<file path="config.mk">
export PLATFORM = sky130hd
export DESIGN_NAME = fifo_wr_arbiter
export DESIGN_NICKNAME = d
export VERILOG_FILES = /design/src/rtl/fifo_wr_arbiter.sv
export SDC_FILE = /design/constraint.sdc
export NUM_CORES = 1
export LEC_CHECK = 0
export CORE_MARGIN = 2
export CORE_UTILIZATION = 38
export CTS_CLUSTER_DIAMETER = 40
export DETAILED_ROUTE_END_ITERATION = 8
export GPL_TIMING_DRIVEN = 0
export PLACE_DENSITY = 0.76
export SLEW_MARGIN = 40
export SYNTH_ARGS = -nofsm -noshare
export SYNTH_HDL_FRONTEND = slang
export SYNTH_SLANG_ARGS = --single-unit
</file>
<file path="constraint.sdc">
create_clock -name wclk -period 1.8 [get_ports wclk]
set_input_delay 0.36 -clock wclk [delete_from_list [all_inputs] [get_ports wclk]]
set_output_delay 0.36 -clock wclk [all_outputs]
set_load 0.05 [all_outputs]
</file>
<file path="src/rtl/fifo_wr_arbiter.sv">
// Purpose : round-robin arbiter sharing one async-FIFO write port (winc/wdata) among NREQ requesters.
// Latency : one ARB cycle from req_valid to grant; req_ready and winc are combinational within a burst.
// Backpressure: a registered wfull stalls the burst without releasing it.
//               With AF_STOP=1, almost_full blocks new grants only.
//
// Ports:
//   wclk, wrst            write-domain clock, asynchronous active-high reset
//   req_valid/req_ready   per-requester handshake; a transfer is valid & ready
//   req_data              packed data, requester i at [i*DATASIZE +: DATASIZE]
//   req_last              (FIFO_WR_ARB_PKT_LOCK_EN only) marks the final beat of a packet
//   winc/wdata            FIFO write port; wdata is zero when winc is low
//   wfull/almost_full     registered FIFO status flags
//   grant/grant_id/busy   registered one-hot grant, its index, and burst-in-progress flag
//
// Optional feature macro: FIFO_WR_ARB_PKT_LOCK_EN
//   When defined, a grant is held until a transfer carrying req_last. MAX_BURST and the
//   valid-low release rule do not apply in this mode.
module fifo_wr_arbiter #(
  parameter int NREQ      = 4,
  parameter int DATASIZE  = 8,
  parameter int MAX_BURST = 8,
  parameter int AF_STOP   = 1
) (
  input  logic                                        wclk,
  input  logic                                        wrst,
  input  logic [NREQ-1:0]                             req_valid,
  input  logic [NREQ*DATASIZE-1:0]                    req_data,
`ifdef FIFO_WR_ARB_PKT_LOCK_EN
  input  logic [NREQ-1:0]                             req_last,
`endif
  output logic [NREQ-1:0]                             req_ready,
  output logic                                        winc,
  output logic [DATASIZE-1:0]                         wdata,
  input  logic                                        wfull,
  input  logic                                        almost_full,
  output logic [NREQ-1:0]                             grant,
  output logic [((NREQ > 1) ? $clog2(NREQ) : 1)-1:0]  grant_id,
  output logic                                        busy
);

  localparam int IDW = (NREQ > 1) ? $clog2(NREQ) : 1;

  localparam logic [0:0] ST_ARB   = 1'b0;
  localparam logic [0:0] ST_BURST = 1'b1;

  logic [0:0]          state;
  logic [7:0]          beat_cnt;
  logic [IDW-1:0]      rr_ptr;

  logic                arb_go;
  logic                win_vld;
  logic [IDW-1:0]      win_id;
  logic [IDW-1:0]      cand;
  int                  scan;
  logic [NREQ-1:0]     win_onehot;
  logic [7:0]          beat_nxt;
  logic                burst_end;
  logic [DATASIZE-1:0] slice [NREQ];

  genvar gi;
  generate
    for (gi = 0; gi < NREQ; gi++) begin : g_slice
      assign slice[gi] = req_data[gi*DATASIZE +: DATASIZE];
    end
  endgenerate

  assign busy      = (state == ST_BURST);
  assign req_ready = grant & {NREQ{busy & ~wfull}};
  assign winc      = |(req_valid & req_ready);
  assign wdata     = winc ? slice[grant_id] : '0;

  // Scan starts one past the last winner, so the previous owner has lowest priority.
  always_comb begin
    win_vld = 1'b0;
    win_id  = '0;
    scan    = 0;
    cand    = '0;
    for (int k = 1; k <= NREQ; k++) begin
      scan = (int'(rr_ptr) + k) % NREQ;
      cand = IDW'(scan);
      if (!win_vld && req_valid[cand]) begin
        win_vld = 1'b1;
        win_id  = cand;
      end
    end
  end

  assign win_onehot = {{(NREQ-1){1'b0}}, 1'b1} << win_id;
  assign arb_go     = win_vld && !((AF_STOP != 0) && almost_full);
  assign beat_nxt   = beat_cnt + 8'd1;

`ifdef FIFO_WR_ARB_PKT_LOCK_EN
  // Grant is locked to the packet: bubbles and beat count never release it.
  assign burst_end = winc && req_last[grant_id];
`else
  localparam logic [7:0] MAX_B = 8'(MAX_BURST);
  // A wfull stall is not a valid-low bubble, so release on valid-low only when not full.
  assign burst_end = (winc && (beat_nxt == MAX_B)) ||
                     (!wfull && !req_valid[grant_id]);
`endif

  always_ff @(posedge wclk or posedge wrst) begin
    if (wrst) begin
      state    <= ST_ARB;
      grant    <= '0;
      grant_id <= '0;
      beat_cnt <= '0;
      rr_ptr   <= IDW'(NREQ - 1);
    end else begin
      case (state)
        ST_ARB: begin
          if (arb_go) begin
            grant    <= win_onehot;
            grant_id <= win_id;
            beat_cnt <= '0;
            state    <= ST_BURST;
          end
        end
        ST_BURST: begin
          if (winc) begin
            beat_cnt <= beat_nxt;
          end
          if (burst_end) begin
            state  <= ST_ARB;
            grant  <= '0;
            rr_ptr <= grant_id;
          end
        end
        default: state <= ST_ARB;
      endcase
    end
  end

endmodule

</file>
==> out/metrics.yaml, run 1 <==
synth:
  netlist_instances: 144
  synth.avg_cell_area_sq_um: 9.49
  ys_ff_latch: 17
  synth-simple-area-share_pct: 24.3
  syn_nets: 186
  synth_top_area_share_pct: 27.5
  synth_xor_area_share_pct: 1.92
  synth_most_common_cell: "dfrtp_1"
  synth_largest_area_cell: "dfrtp_1"
  seq_area_frac_synth_pct: 31.3
  synth_top_family_by_area: "simple AND/OR/NAND/NOR gates"
  synth_area_sq_um: 1370
  synthAdderAreaFrac_pct: 1.83
  synth_edf_count: 0
  ys_types: 45
  synth_area_leaders: "dfrtp_1, mux4_2, and2_1"
  synth-compound-area-share_pct: 21.8
  synth-main-ff-cell: "dfrtp_1"
  netlist_top_cells_count: "dfrtp_1, and2_1, o21ai_0"
  async_reset_ff_share_pct: 100
  synthMuxAreaShare_pct: 14.8
  yosysWarnings: 0
worst_setup_path:
  crit_chain: "dlygate4sd2_1 -> a22o_1 -> o21ai_2 -> buf_6 -> inv_8 -> clkbuf_16 -> and2_4 -> buf_8"
  end_kind: "primary output"
  cp.required_ps: 1440
  cp.arrival_ps: 1720
  critPathMaxStageDelay_ps: 330
  critPathSlowestCell: "dlygate4sd2_1"
  path_max_fanout: 7
  cp_top_family: "buffers and inverters"
  cp_num_buf_inv: 5
  cp-start-kind: "input pin"
  criticalPathCategory: "input pin to primary output"
clock_network:
  ctsHoldBuffers: 0
  cts-root-buf: "clkbuf_4"
  cts_buffers: 3
  clkSinkCount: 17
  path_clk_slew_ps: 110
  cts_tree: "done"
  clock_latency_ps: 300
  htree_levels: 1
  max-clock-path-buffers: 2
min_path:
  hp-class: "input pin to asynchronous set/reset pin"
floorplan:
  initial_core_util_pct: 40.3
  die_y_um: 64.0
  die_w_um: 64.0
  fp.dieArea_sq_um: 4090
  io_pins: 60
  coreArea_sq_um: 3390
  rows: 21
detailed_routing:
  drt_iter0_drc: 80
  drc: 0
  firstDrtPassIters: 5
  num_vias: 1624
  postRouteAntennaNets: 0
  wl_mm: 5.23
  vias_per_cell: 5.74
  avgRoutedWirePerCell_um: 18.5
finish:
  utilization_pct: 75.1
  fin_cells: 283
  diodes: 0
  area_growth_syn_to_layout_pct: 86.4
  nNetsFinal: 280
  nFillCells: 233
  final_area_sq_um: 2550
  drive_gt1_share_pct: 45.1
global_routing:
  track_usage_pct: 23.4
  grt_overflow: 0
  grt_pass1_vias: 1529
  antenna_found_initial: 0
  grt_max_degree: 18
  grt_first_pass_wirelength_mm: 7.38
sta:
  finClkSkew_ps: 11.9
  tightest_slew_ps: 697
  setup_viol: 15
  finalCritPeriodShare_pct: 116
  hold_viol: 0
  fmax_mhz: 480
  min_period_ps: 2080
  maxSlewViolCount: 0
  relSlewSlack_pct: 53.5
  fin_ws_ps: -285
  rsz0062_at_grt: "yes"
placed_design:
  hpwl_mm: 3.34
  pre_cts_ws_ps: -1230
  gp_congestion: 0.872
  placed_cells: 249
  placed_area_sq_um: 2080
  portBuffers: 59
outcome:
  violations: "negative setup slack"
  status: "finished with violations"
power_and_ir_drop:
  p_leak_nw: 1.08
  power_density_nw_per_um2: 1310
  p_total_mw: 3.33
  irDropWorstVdd_mv: 1.06
flow_run:
  cap_violations: 0
==> layer usage <==
metal	part of all wire (%)	GRT usage, %	vias up	wire length (um)
met5	0	0	-	0
met4	2.5	6.52	0	131
met3	4.6	5.11	14	241
met2	55	42.4	55	2870
met1	38	27.6	827	1980
li1	-	-	728	-
==> through the flow <==
step | hold slack (ps) | TNS [ps]
finish | 459 | -3320
global route | 528 | -4380
CTS | 483 | -2880
detailed placement | 472 | -20360
global placement | 463 | -19180
floorplan | 284 | -1070
==> worst paths after layout <==
kind                               from           to  slack (ps)  depth (start not counted)
min in group wclk           beat_cnt[6]  beat_cnt[6]         490                          1
hold reg to reg             beat_cnt[6]  beat_cnt[6]         490                          1
setup reg to reg            beat_cnt[1]     grant[1]         -30                          6
setup / recovery           req_valid[3]     wdata[0]        -280                          8
max in group asynchronous          wrst         busy         840                          2
hold / removal                     wrst  beat_cnt[4]         460                          2
==> repair_timing <==
| item | CTS | global route |
|---|---|---|
| setup endpoints to repair | 37 | 24 |
| setup buffers | 15 | 14 |
| gates resized for setup | 127 | 27 |
| cloned | 1 | 0 |
| pin swaps | 12 | 10 |
==> worst reg2reg max path, delay by kind of cell, from the launching register on <==
kind	cells	cell delay, ps
simple gates	2	560
flops	1	440
compound gates	3	510
fa+ha+maj	1	200
==> logic make-up (layout without fill, tap and decap cells) <==
group	after synthesis	after routing
XOR/XNOR	3	3
buffers and inverters	13	106
multiplexers	9	9
flip-flops	17	17
adder cells (fa/ha/maj)	2	2
AND/OR/NAND/NOR	58	58
AO/OA/AOI/OAI	42	42
==> area by class of cell <==
class                   count  area (sq um)  share of cell area, %
multi-input cells         114          1030                   40.3
repair buffers             89           885                   34.7
flip-flops and latches     17           439                   17.2
plain buffers               6          77.6                   3.05
well taps                  46          57.6                   2.26
inverters                   7          33.8                   1.33
clock buffers               4          26.3                   1.03
==> flip-flops by register name, summed over array words and instances (netlist names) <==
signal,flops
beat_cnt,8
grant,4
grant_id,2
rr_ptr,2
busy,1
==> where the power goes <==
part	switching (mW)	internal (mW)	leakage, nW
clock	0.122	0.0863	0.0150
combinational	1.30	1.18	0.859
sequential	0.118	0.526	0.207
==> cells in the final DEF (no fill, tap or decap), drive strengths merged, types with 2 or more instances in the layout <==
master	Yosys	final
mux4	9	9
and2	15	15
nor3b	2	2
nor4	2	2
clkdlybuf4s50	0	34
xor2	2	2
ha	2	2
a21oi	5	5
a211o	2	2
a22o	3	3
dfrtp	15	15
a21o	4	4
clkbuf	3	7
nand2	11	11
buf	3	46
nand2b	3	3
inv	7	7
a32o	3	3
o31ai	2	2
dlygate4sd2	0	12
dfstp	2	2
o21ai	14	14
nand3	8	8
nor3	6	6
nor2	9	9
No activity file was read; power rests on OpenSTA's default activity.
==> inputs of run 2 (changes only) <==
Settings changed: CORE_MARGIN 2 to not set, CORE_UTILIZATION 38 to 42, PLACE_DENSITY 0.76 to 0.8.
Clock period 1.8 ns to 2.3 ns, I/O delays scaled along.
==> out/metrics.yaml, run 2 (synthesis gave the netlist of run 1 again) <==
clock_network:
  max-clock-path-buffers: 2  # unchanged
  cts-root-buf: "clkbuf_4"
  htree_levels: 1  # unchanged
  cts_buffers: 3  # unchanged
  clock_latency_ps: 300  # about the same
  path_clk_slew_ps: 110  # about the same
  ctsHoldBuffers: 0  # unchanged
  cts_tree: "done"
  clkSinkCount: 17  # unchanged
floorplan:
  fp.dieArea_sq_um: 3490  # -15%
  die_w_um: 59.0  # -7.7%
  coreArea_sq_um: 3080  # -9.2%
  die_y_um: 59.0  # -7.7%
  rows: 20  # -4.8%
  io_pins: 60  # unchanged
  initial_core_util_pct: 44.4  # +4.1 points
global_routing:
  grt_pass1_vias: 1430  # -6.5%
  track_usage_pct: 24.9  # +1.5 points
  grt_first_pass_wirelength_mm: 6.53  # -11%
  grt_max_degree: 18  # unchanged
  grt_overflow: 0  # unchanged
  antenna_found_initial: 0  # unchanged
finish:
  multi_input_area_sq_um: 902  # -12%
  nNetsFinal: 262  # -6.4%
  final_cell_mix: "clkdlybuf4s50_1, buf_4, o21ai_0, dfrtp_1, nand2_1"
  diodes: 0  # unchanged
  mostFrequentLayoutCell: "clkdlybuf4s50_1"
  nFillCells: 242  # +3.9%
  area_growth_syn_to_layout_pct: 57.9
  drive_gt1_share_pct: 29.2  # -16 points
  top_regs: "beat_cnt x8, grant x4"
  largest-register: "beat_cnt"
  regArea_sq_um: 433  # -1.4%
  final_area_sq_um: 2160  # -15%
  largest_reg_flops: 8  # unchanged
worst_setup_path:
  cp-start-kind: "flip-flop"
  path_max_fanout: 10  # +3
  criticalPathCategory: "flip-flop to primary output"
  critPathCapture: "wdata[6]"
  ff2ff_path_depth: 6  # unchanged
  r2r_start: "beat_cnt[0]"
  r2r-end: "grant[3]"
  crit_start: "grant[3]"
  cp.required_ps: 1840  # +400 ps
  rrSetupSlack_ps: 210  # +240 ps
  end_kind: "primary output"
  cp.arrival_ps: 1780  # +60 ps
sta:
  relSlewSlack_pct: 52.5  # -0.99 points
  maxSlewViolCount: 0  # unchanged
  setup_viol: 0  # -15
  rsz0062_at_grt: "no"
  finalCritPeriodShare_pct: 97.3
  min_period_ps: 2240
  fmax_mhz: 447
  tightest_slew_ps: 713  # +15.7 ps
  finClkSkew_ps: 1.03  # -10.9 ps
  hold_viol: 0  # unchanged
  whs_ps: 499  # +40.0 ps
  setup_tns_ps: 0  # +3320 ps
  fin_ws_ps: 63.1  # +348 ps
detailed_routing:
  drt_iter0_drc: 51  # -36%
  num_vias: 1483  # -8.7%
  avgRoutedWirePerCell_um: 16.6  # -10%
  drc: 0  # unchanged
  postRouteAntennaNets: 0  # unchanged
  wl_mm: 4.37  # -16%
  firstDrtPassIters: 4  # -1
  vias_per_cell: 5.64  # -1.7%
outcome:
  status: "finished clean"
min_path:
  hp-class: "flip-flop to flip-flop"
power_and_ir_drop:
  irDropWorstVdd_mv: 0.870  # -18%
  p_leak_nw: 0.925  # -14%
  power_density_nw_per_um2: 1060  # -19%
placed_design:
  hpwl_mm: 3.24  # -3.2%
  portBuffers: 59  # unchanged
  pre_cts_ws_ps: -1030  # +200 ps
  placed_area_sq_um: 2040  # -2.3%
  gp_congestion: 0.841  # -3.5%
flow_run:
  cap_violations: 0  # unchanged
==> run 2: changes by cell type in the layout (fill, tap and decap cells not counted), moves of 2 or more <==
cell,delta
and2_1,+5
and2_4,-4
nor3_1,+2
buf_4,-11
nor2_1,+2
buf_8,-12
dfrtp_1,+5
buf_2,+2
dlygate4sd2_1,-6
clkdlybuf4s50_1,+7
nor3_4,-2
nor2_4,-2
dfrtp_2,-5
==> run 2: layer usage <==
layer  track usage (%)  share of wire (%)
met1              30.3                 39
met5                 0                  0
met3              3.49                5.2
met2              46.6                 55
met4              5.10               0.94
==> run 2: cell type report <==
class,instances,area share (%)
Buffer,5,2.09
Sequential cell,17,20.1
Multi-Input combinational cell,114,41.8
Timing Repair Buffer,72,31.0
Tap cell,44,2.55
Clock buffer,4,1.22
Inverter,7,1.22
==> run 2: metrics by stage <==
stage                     cells  power, mW  util, %
after floorplan             144       1.52        -
after global placement      247       1.91     66.2
after detailed placement    247       1.94     66.2
after CTS                   255       2.16     67.8
after global routing        263       2.40     70.1
final                       263       2.29     70.1
==> run 2: worst min-delay path by stage <==
stage	startpoint	endpoint	slack [ps]	cells after the start
after floorplan	wrst	beat_cnt[0]	380	1
after global placement	beat_cnt[6]	beat_cnt[6]	460	1
after detailed placement	beat_cnt[6]	beat_cnt[6]	480	1
after CTS	beat_cnt[6]	beat_cnt[6]	490	1
after global routing	beat_cnt[6]	beat_cnt[6]	500	1
final	beat_cnt[6]	beat_cnt[6]	500	1
==> run 2: critical path, stage by stage, from the launching register on <==
cell,delay (ps)
dfrtp_2,430
a22o_1,220
o21ai_2,180
buf_6,120
inv_2,60
clkbuf_8,170
and2_4,140
buf_6,140
==> run 2: where the power goes <==
part	total (mW)	leakage (nW)	internal [mW]	switching, mW
Sequential	0.520	0.214	0.408	0.113
Clock	0.171	0.0150	0.0676	0.104
Combinational	1.59	0.697	0.725	0.869
Total	2.29	0.925	1.20	1.09
==> run 2: what timing repair did <==
item	4_1_cts	5_1_grt
endpoints found under the setup margin	13	12
buffers inserted	4	9
pin swaps	1	1
gates resized for setup	71	10
==> inputs of run 3 (changes only) <==
Settings changed: CELL_PAD_IN_SITES_DETAIL_PLACEMENT set to 1, CELL_PAD_IN_SITES_GLOBAL_PLACEMENT set to 1, CORE_UTILIZATION 42 to 30, PLACE_DENSITY 0.8 to not set, PLACE_DENSITY_LB_ADDON set to 0.1.
==> out/metrics.yaml, run 3 (synthesis gave the netlist of run 1 again) <==
clock_network:
  clock_latency_ps: 270  # -30 ps
  clkSinkCount: 17  # unchanged
  path_clk_slew_ps: 80  # -30 ps
  cts-root-buf: "clkbuf_8"
  max-clock-path-buffers: 2  # unchanged
  cts_buffers: 3  # unchanged
  cts_tree: "done"
  htree_levels: 1  # unchanged
  ctsHoldBuffers: 0  # unchanged
worst_setup_path:
  crit_chain: "dlygate4sd2_1 -> a22o_1 -> o21ai_4 -> buf_6 -> inv_4 -> clkbuf_8 -> and2_4 -> buf_6"
  cp-start-kind: "input pin"
  cp.arrival_ps: 1790  # about the same
  cp.required_ps: 1840  # about the same
  end_kind: "primary output"
  cp_top_family: "buffers and inverters"
  criticalPathCategory: "input pin to primary output"
  crit_start: "req_valid[1]"
  critPathSlowestCell: "dlygate4sd2_1"
  path_max_fanout: 9  # -1
  critPathMaxStageDelay_ps: 300  # -130 ps
  r2r_start: "beat_cnt[0]"
  critPathMostFrequentCell: "buf_6"
  cp_num_buf_inv: 5  # +1
finish:
  nNetsFinal: 254  # -3.1%
  mostFrequentLayoutCell: "clkdlybuf4s50_1"
  largest_reg_flops: 8  # unchanged
  area_growth_syn_to_layout_pct: 57.3
  final_cell_mix: "clkdlybuf4s50_1, dfrtp_1, o21ai_0"
  diodes: 0  # unchanged
  drive_gt1_share_pct: 28.9  # -0.31 points
  final_area_sq_um: 2150  # -0.35%
  largest-register: "beat_cnt"
  top_regs: "beat_cnt x8, grant x4"
placed_design:
  placed_area_sq_um: 2050  # +0.49%
  gp_congestion: 0.800  # -4.8%
  hpwl_mm: 3.65  # +13%
  portBuffers: 59  # unchanged
floorplan:
  coreArea_sq_um: 4350  # +41%
  rows: 24  # +20%
  io_pins: 60  # unchanged
  fp.dieArea_sq_um: 4830  # +39%
  die_y_um: 69.5  # +18%
  die_w_um: 69.5  # +18%
  initial_core_util_pct: 31.4  # -13 points
global_routing:
  grt_max_degree: 18  # unchanged
  grt_first_pass_wirelength_mm: 7.43  # +14%
  track_usage_pct: 19.4  # -5.5 points
  antenna_found_initial: 0  # unchanged
  grt_pass1_vias: 1534  # +7.3%
  grt_overflow: 0  # unchanged
sta:
  hold_viol: 0  # unchanged
  rsz0062_at_grt: "no"
  finalCritPeriodShare_pct: 97.8  # +0.51 points
  finClkSkew_ps: 9.89  # +8.86 ps
  maxSlewViolCount: 0  # unchanged
  min_period_ps: 2250  # +11.7 ps
  fmax_mhz: 445  # -0.52%
  setup_viol: 0  # unchanged
  tightest_slew_ps: 680  # -32.3 ps
  whs_ps: 485  # -14.3 ps
  relSlewSlack_pct: 54.6  # +2.1 points
detailed_routing:
  vias_per_cell: 5.45  # -3.3%
  drc: 0  # unchanged
  avgRoutedWirePerCell_um: 17.6  # +5.9%
  drt_iter0_drc: 32  # -37%
  num_vias: 1434  # -3.3%
  postRouteAntennaNets: 0  # unchanged
  wl_mm: 4.63  # +5.9%
  firstDrtPassIters: 4  # unchanged
min_path:
  hp-class: "flip-flop to flip-flop"
  min_from: "beat_cnt[6]"
power_and_ir_drop:
  p_leak_nw: 0.880  # -4.9%
  power_density_nw_per_um2: 1060  # +0.31%
  irDropWorstVdd_mv: 0.680  # -22%
outcome:
  status: "finished clean"
flow_run:
  cap_violations: 0  # unchanged
[run 3: changes by cell type in the layout (fill, tap and decap cells not counted)]
cell | previous run | this run
buf_4 | 13 | 5
clkbuf_1 | 2 | 1
clkbuf_4 | 3 | 0
clkbuf_8 | 1 | 4
clkdlybuf4s15_1 | 1 | 0
clkdlybuf4s15_2 | 0 | 5
clkinvlp_4 | 0 | 1
dfrtp_1 | 11 | 12
dfrtp_2 | 4 | 3
dlygate4sd2_1 | 6 | 2
inv_2 | 1 | 0
inv_4 | 0 | 1
o21ai_2 | 1 | 0
o21ai_4 | 0 | 1
[run 3: worst register-to-register path, cell delays in order, from the launching register on]
cell	delay (ps)
dfrtp_1	430
ha_1	310
nor3_1	220
a31oi_1	100
nor4_4	420
a211oi_2	190
a211o_1	320
[run 3: through the flow]
step | TNS [ps] | setup slack [ps] | total power, mW | utilization (%) | cells
finish | 0 | 51.4 | 2.28 | 49.4 | 263
global route | 0 | 1.88 | 2.41 | 49.4 | 263
CTS | 0 | 9.38 | 2.29 | 49.3 | 262
detailed placement | -13410 | -1120 | 1.98 | 47.0 | 255
global placement | -12020 | -1080 | 1.93 | 47.0 | 255
floorplan | 0 | 0.828 | 1.52 | - | 144
[run 3: timing repair]
action | CTS | global route
setup endpoints to repair | 17 | 8
gates resized for setup | 86 | 5
pin swaps | 2 | 2
endpoints found under the hold margin | 0 | 0
buffers inserted | 3 | 1
[run 3: final cells by class]
type                            count  area (sq um)
Timing Repair Buffer               63           613
Sequential cell                    17           432
Buffer                              6          52.6
Multi-Input combinational cell    114           910
Clock inverter                      1          7.51
Tap cell                           52          65.1
Clock buffer                        3          41.3
Inverter                            7          28.8
Fill cell                         485          2200
[run 3: power by group]
part           switching (mW)  total (mW)  leakage (nW)  internal [mW]
registers               0.110       0.516         0.215          0.406
logic                   0.859        1.52         0.643          0.660
clock network           0.128       0.250        0.0217          0.123
total                    1.10        2.28         0.880           1.19
[run 3: final timing paths]
| path | endpoint | slack, ps | cells past startpoint |
|---|---|---|---|
| max | wdata[5] | 50 | 8 |
| min | beat_cnt[6] | 480 | 1 |
| max reg2reg | grant[3] | 200 | 6 |
| min reg2reg | beat_cnt[6] | 480 | 1 |
| max in group asynchronous | busy | 1230 | 2 |
| min in group asynchronous | beat_cnt[4] | 590 | 2 |
[run 3: layer usage]
layer	GRT usage, %	share of wire, %	up-vias
met2	36.5	54	32
met5	0	0	-
li1	-	-	672
met3	2.76	3.5	5
met4	5.44	1.1	0
met1	22.7	41	725
==> edit 1: new RTL, config.mk and constraints of run 3 <==
The parameter `NREQ` goes from 4 to 8.
--- a/src/rtl/fifo_wr_arbiter.sv
+++ b/src/rtl/fifo_wr_arbiter.sv
@@ -16,7 +16,7 @@
 //   When defined, a grant is held until a transfer carrying req_last. MAX_BURST and the
 //   valid-low release rule do not apply in this mode.
 module fifo_wr_arbiter #(
-  parameter int NREQ      = 4,
+  parameter int NREQ      = 8,
   parameter int DATASIZE  = 8,
   parameter int MAX_BURST = 8,
   parameter int AF_STOP   = 1
Interface: changed (5 resized); port bits go from 60 to 105. The function was not compared with the original's and may differ.
==> edit 1 against run 3 <==
  * Power grew to 2.7 times the old value
  * Sequential cell count grew 6
  * Synthesized area grew 86%
  * Sequential share of layout area shrank 6.9 points
  * Routed wire length grew 130%
  * Global-route usage grew 3.3 points
  * The run now ends with setup timing left
  * Combinational power grew to 3.4 times the old value
  * Worst setup slack lost 0.81 ns
  * Design area grew 110%
  * Clock skew grew 0.0018 ns
  * Highest routed layer unchanged
==> edit 1: results (changes against run 3) <==
[run_status]
status=finished, violations left
violations=setup timing

[pwr]
p_seq_w=0.000647  ; +25%
intPower_w=0.00299  ; +150%
p_comb_share_pct=84.8  ; +18 points
leakage_nw=1.75  ; +99%
ir_drop_mv=0.445  ; -35%

[global_routing]
grt_pass1_wl_um=15400  ; +110%
grt_util_all_layers_pct=22.7  ; +3.3 points
grt_pass1_vias=2973  ; +94%

[logic_synthesis]
synthMuxAreaShare_pct=30.9  ; +16 points
synth_compound_area_share_pct=19.0  ; -2.8 points
netlist_top_cells_count=nand2_1 (42), mux4_2 (23), o21ai_0 (21)
netlist-cell-type-count=54  ; +20%
synth_fp_nets=351  ; +89%
synth_area_leaders=mux4_2 (20%), dfrtp_1 (20%), nand2_1 (6.2%), o21ai_0 (4.1%), mux2i_1 (3.2%)
synthAdderAreaFrac_pct=1.97  ; +0.14 points
avgSynthCellArea_um2=9.38  ; -1.2%
synth-xor-area-share_pct=2.07  ; +0.14 points
synth-seq-area-share_pct=22.8  ; -8.5 points

[final_layout]
reg_top3=beat_cnt x8, grant x8
drive_above_1_share_pct=41.8  ; +13 points
num-fill-cells=911  ; +88%
nNetsFinal=495  ; +95%

[placed_design]
dp_slack_ns=-1.49  ; -0.373 ns
hpwl_um=7560  ; +110%
place_area_um2=3870  ; +89%
place_congestion=0.801  ; about the same

[cts]
clkSlewWorstSetupHoldPaths_ns=0.10  ; +0.02 ns

[hold_path]
min_from=beat_cnt[7]
whs_endpoint=beat_cnt[7]

[critical_path]
r2r-start=rr_ptr[0]
reg2reg_depth=11  ; +5
cpLargestDelayFamily=multiplexers
cp_max_fo=6  ; -3
cpMaxStageDelayCell=dfstp_2
crit_arrival_ns=3.24  ; +1.45 ns
critPathMaxStageDelay_ns=0.56  ; +0.26 ns
r2r_end=grant[2]

[routing]
drt_iter0_drc=111  ; +250%
drt_wl_total_um=10500  ; +130%
vias_per_cell=5.49  ; +0.75%

[sta]
setup_viol=20  ; +20
worst_pin_slew_ns=0.541  ; -0.140 ns
clock_skew_ns=0.0117  ; +0.00183 ns
fin_ws_ns=-0.757  ; -0.809 ns

[floorplanning]
die_x_um=94.0  ; +35%

## edit 1: changes by cell type after synthesis, sizes merged, moves of 5 or more
cell | before | now
a21oi | 5 | 14
o21ai | 14 | 22
clkbuf | 3 | 10
and2 | 15 | 5
dfrtp | 15 | 20
nand2 | 11 | 42
inv | 7 | 15
mux2i | 0 | 8
o32ai | 0 | 5
mux4 | 9 | 26
mux2 | 0 | 9
o31ai | 2 | 7
## edit 1: layer usage
layer | track usage [%] | wire [um]
met4 | 7.95 | 221
met3 | 3.07 | 340
met5 | 0 | 0
met2 | 41.4 | 5780
met1 | 27.2 | 4180
## edit 1: timing repair
item	4_1_cts	5_1_grt
endpoints found under the hold margin	0	0
setup buffers	14	19
gates resized for setup	104	74
endpoints found under the setup margin	40	37
pin swaps	10	6
gates cloned	0	3
## edit 1: worst max-delay path by stage
stage | endpoint | cells past startpoint
finish | grant[2] | 11
global route | beat_cnt[2] | 12
CTS | grant_id[2] | 10
detailed placement | wdata[0] | 8
global placement | wdata[0] | 8
floorplan | grant[4] | 11
## edit 1: area by class of cell
cell class	count	area [um^2]	area share [%]
plain buffers	14	179	3.99
clock buffers	3	41.3	0.921
clock inverters	1	7.51	0.167
inverters	15	66.3	1.48
multi-input cells	218	2100	46.8
flip-flops and latches	23	592	13.2
well taps	105	131	2.93
repair buffers	140	1370	30.5
## edit 1: per-stage QoR
stage          TNS, ns  std cells  util, %  hold WS [ns]  power (W)
2_1_floorplan   -12.57        271        -         0.459    0.00371
3_3_place_gp    -36.23        480     47.1         0.502    0.00477
3_5_place_dp    -37.31        480     47.1         0.518    0.00483
4_1_cts         -16.24        497     50.3         0.530    0.00554
5_1_grt         -16.18        519     54.6         0.560    0.00647
6_report        -14.12        519     54.6         0.520    0.00609
==> edit 2: new RTL, settings of run 3 <==
Without the edit above. Reset style: synchronous (`wrst`), changed in one clocked block. Comments in the files are not updated.
--- a/src/rtl/fifo_wr_arbiter.sv
+++ b/src/rtl/fifo_wr_arbiter.sv
@@ -99,7 +99,7 @@
                      (!wfull && !req_valid[grant_id]);
 `endif
 
-  always_ff @(posedge wclk or posedge wrst) begin
+  always_ff @(posedge wclk) begin
     if (wrst) begin
       state    <= ST_ARB;
       grant    <= '0;
Function: differs if wrst is asserted again (counterexample within 4 cycles, from zero or initial values and one cycle with wrst high); with wrst held inactive, the same outputs for 10 cycles.
==> edit 2 against run 3 <==
  * Worst setup slack worse by 0.010 ns
  * Non-clock buffer count down 1
  * Routed wire length up 4.4%
  * Synthesized area up 2.1%
  * Sequential cell count unchanged
  * Critical endpoint unchanged
  * Design area down 3.6%
Power is not compared: it rests on default switching activity, and its combinational part moved more than twofold at a synthesized area within 25%.
==> edit 2: results (changes against run 3) <==
[logic_synthesis]
synthMuxAreaShare_pct=14.5  ; -0.31 points
netlist-cell-type-count=49  ; +8.9%
synth_area_leaders=dfxtp_1 (24%), mux4_2 (15%), and2_1 (6.3%), a21oi_1 (4.3%), nor2_1 (4.0%)
synth-xor-area-share_pct=0.628  ; -1.3 points
synth-seq-area-share_pct=24.4  ; -6.9 points

[final_layout]
finalNonFillerCells=268  ; +1.9%
buf_share_pct=29.5  ; -1.5 points
drive_above_1_share_pct=24.1  ; -4.8 points
num-fill-cells=519  ; +7.0%
final_area_um2=2070  ; -3.6%
seq_area_um2=342  ; -21%
n_all_inverters=2  ; -5
final-clk-cell-share_pct=2.23  ; -0.036 points
area_delta_synth_final_pct=48.5
buffers=68  ; -1.4%

[placed_design]
dp_slack_ns=-1.05  ; +0.0684 ns
placed_cells=264  ; +3.5%
hpwl_um=3790  ; +3.9%
place_congestion=0.753  ; -5.9%

[global_routing]
grt_util_all_layers_pct=21.1  ; +1.7 points
use_met1_pct=27.5  ; +4.9 points
grt_use_met2_pct=37.7  ; +1.3 points
grt_max_degree=19  ; +1
grt_pass1_wl_um=8280  ; +11%
grt_pass1_vias=1591  ; +3.7%
grt.met3_usage_pct=3.03  ; +0.27 points

[routing]
drt_iter0_drc=50  ; +56%
route.met3.wl_um=80  ; -51%
dr_wl_met2_um=2550  ; +2.0%
vias=1501  ; +4.7%
met1Wirelength_um=2180  ; +14%

[run_status]
status=complete, no violations

[sta]
slew_headroom_pct=45.0  ; -9.6 points
clock_skew_ns=0.00401  ; -0.00588 ns

[hold_path]
min_from=beat_cnt[7]

[critical_path]
reg2reg_slack_ns=0.29  ; +0.09 ns
r2r-start=beat_cnt[0]

==> edit 2: worst max-delay path by stage <==
stage	from	slack [ns]	cells past startpoint	end
3_3_place_gp	req_valid[3]	-1.01	7	wdata[2]
2_1_floorplan	grant[3]	0.005	5	wdata[0]
5_1_grt	wfull	-0.009	6	wdata[4]
3_5_place_dp	req_valid[3]	-1.05	7	wdata[5]
6_report	wfull	0.04	6	wdata[5]
4_1_cts	wfull	0.001	5	winc
==> edit 2: what timing repair did <==
item | CTS | global route
hold buffers | 0 | 0
setup buffers | 1 | 0
endpoints found under the setup margin | 13 | 13
resized for setup | 62 | 11
pin swaps | 1 | 0
endpoints found under the hold margin | 0 | 0
==> edit 2: critical path, stage by stage <==
cell and delay (ns):
clkdlybuf4s50_1 0.47, and2b_2 0.27, o21ai_4 0.11, inv_6 0.11, and2_2 0.19, buf_4 0.19
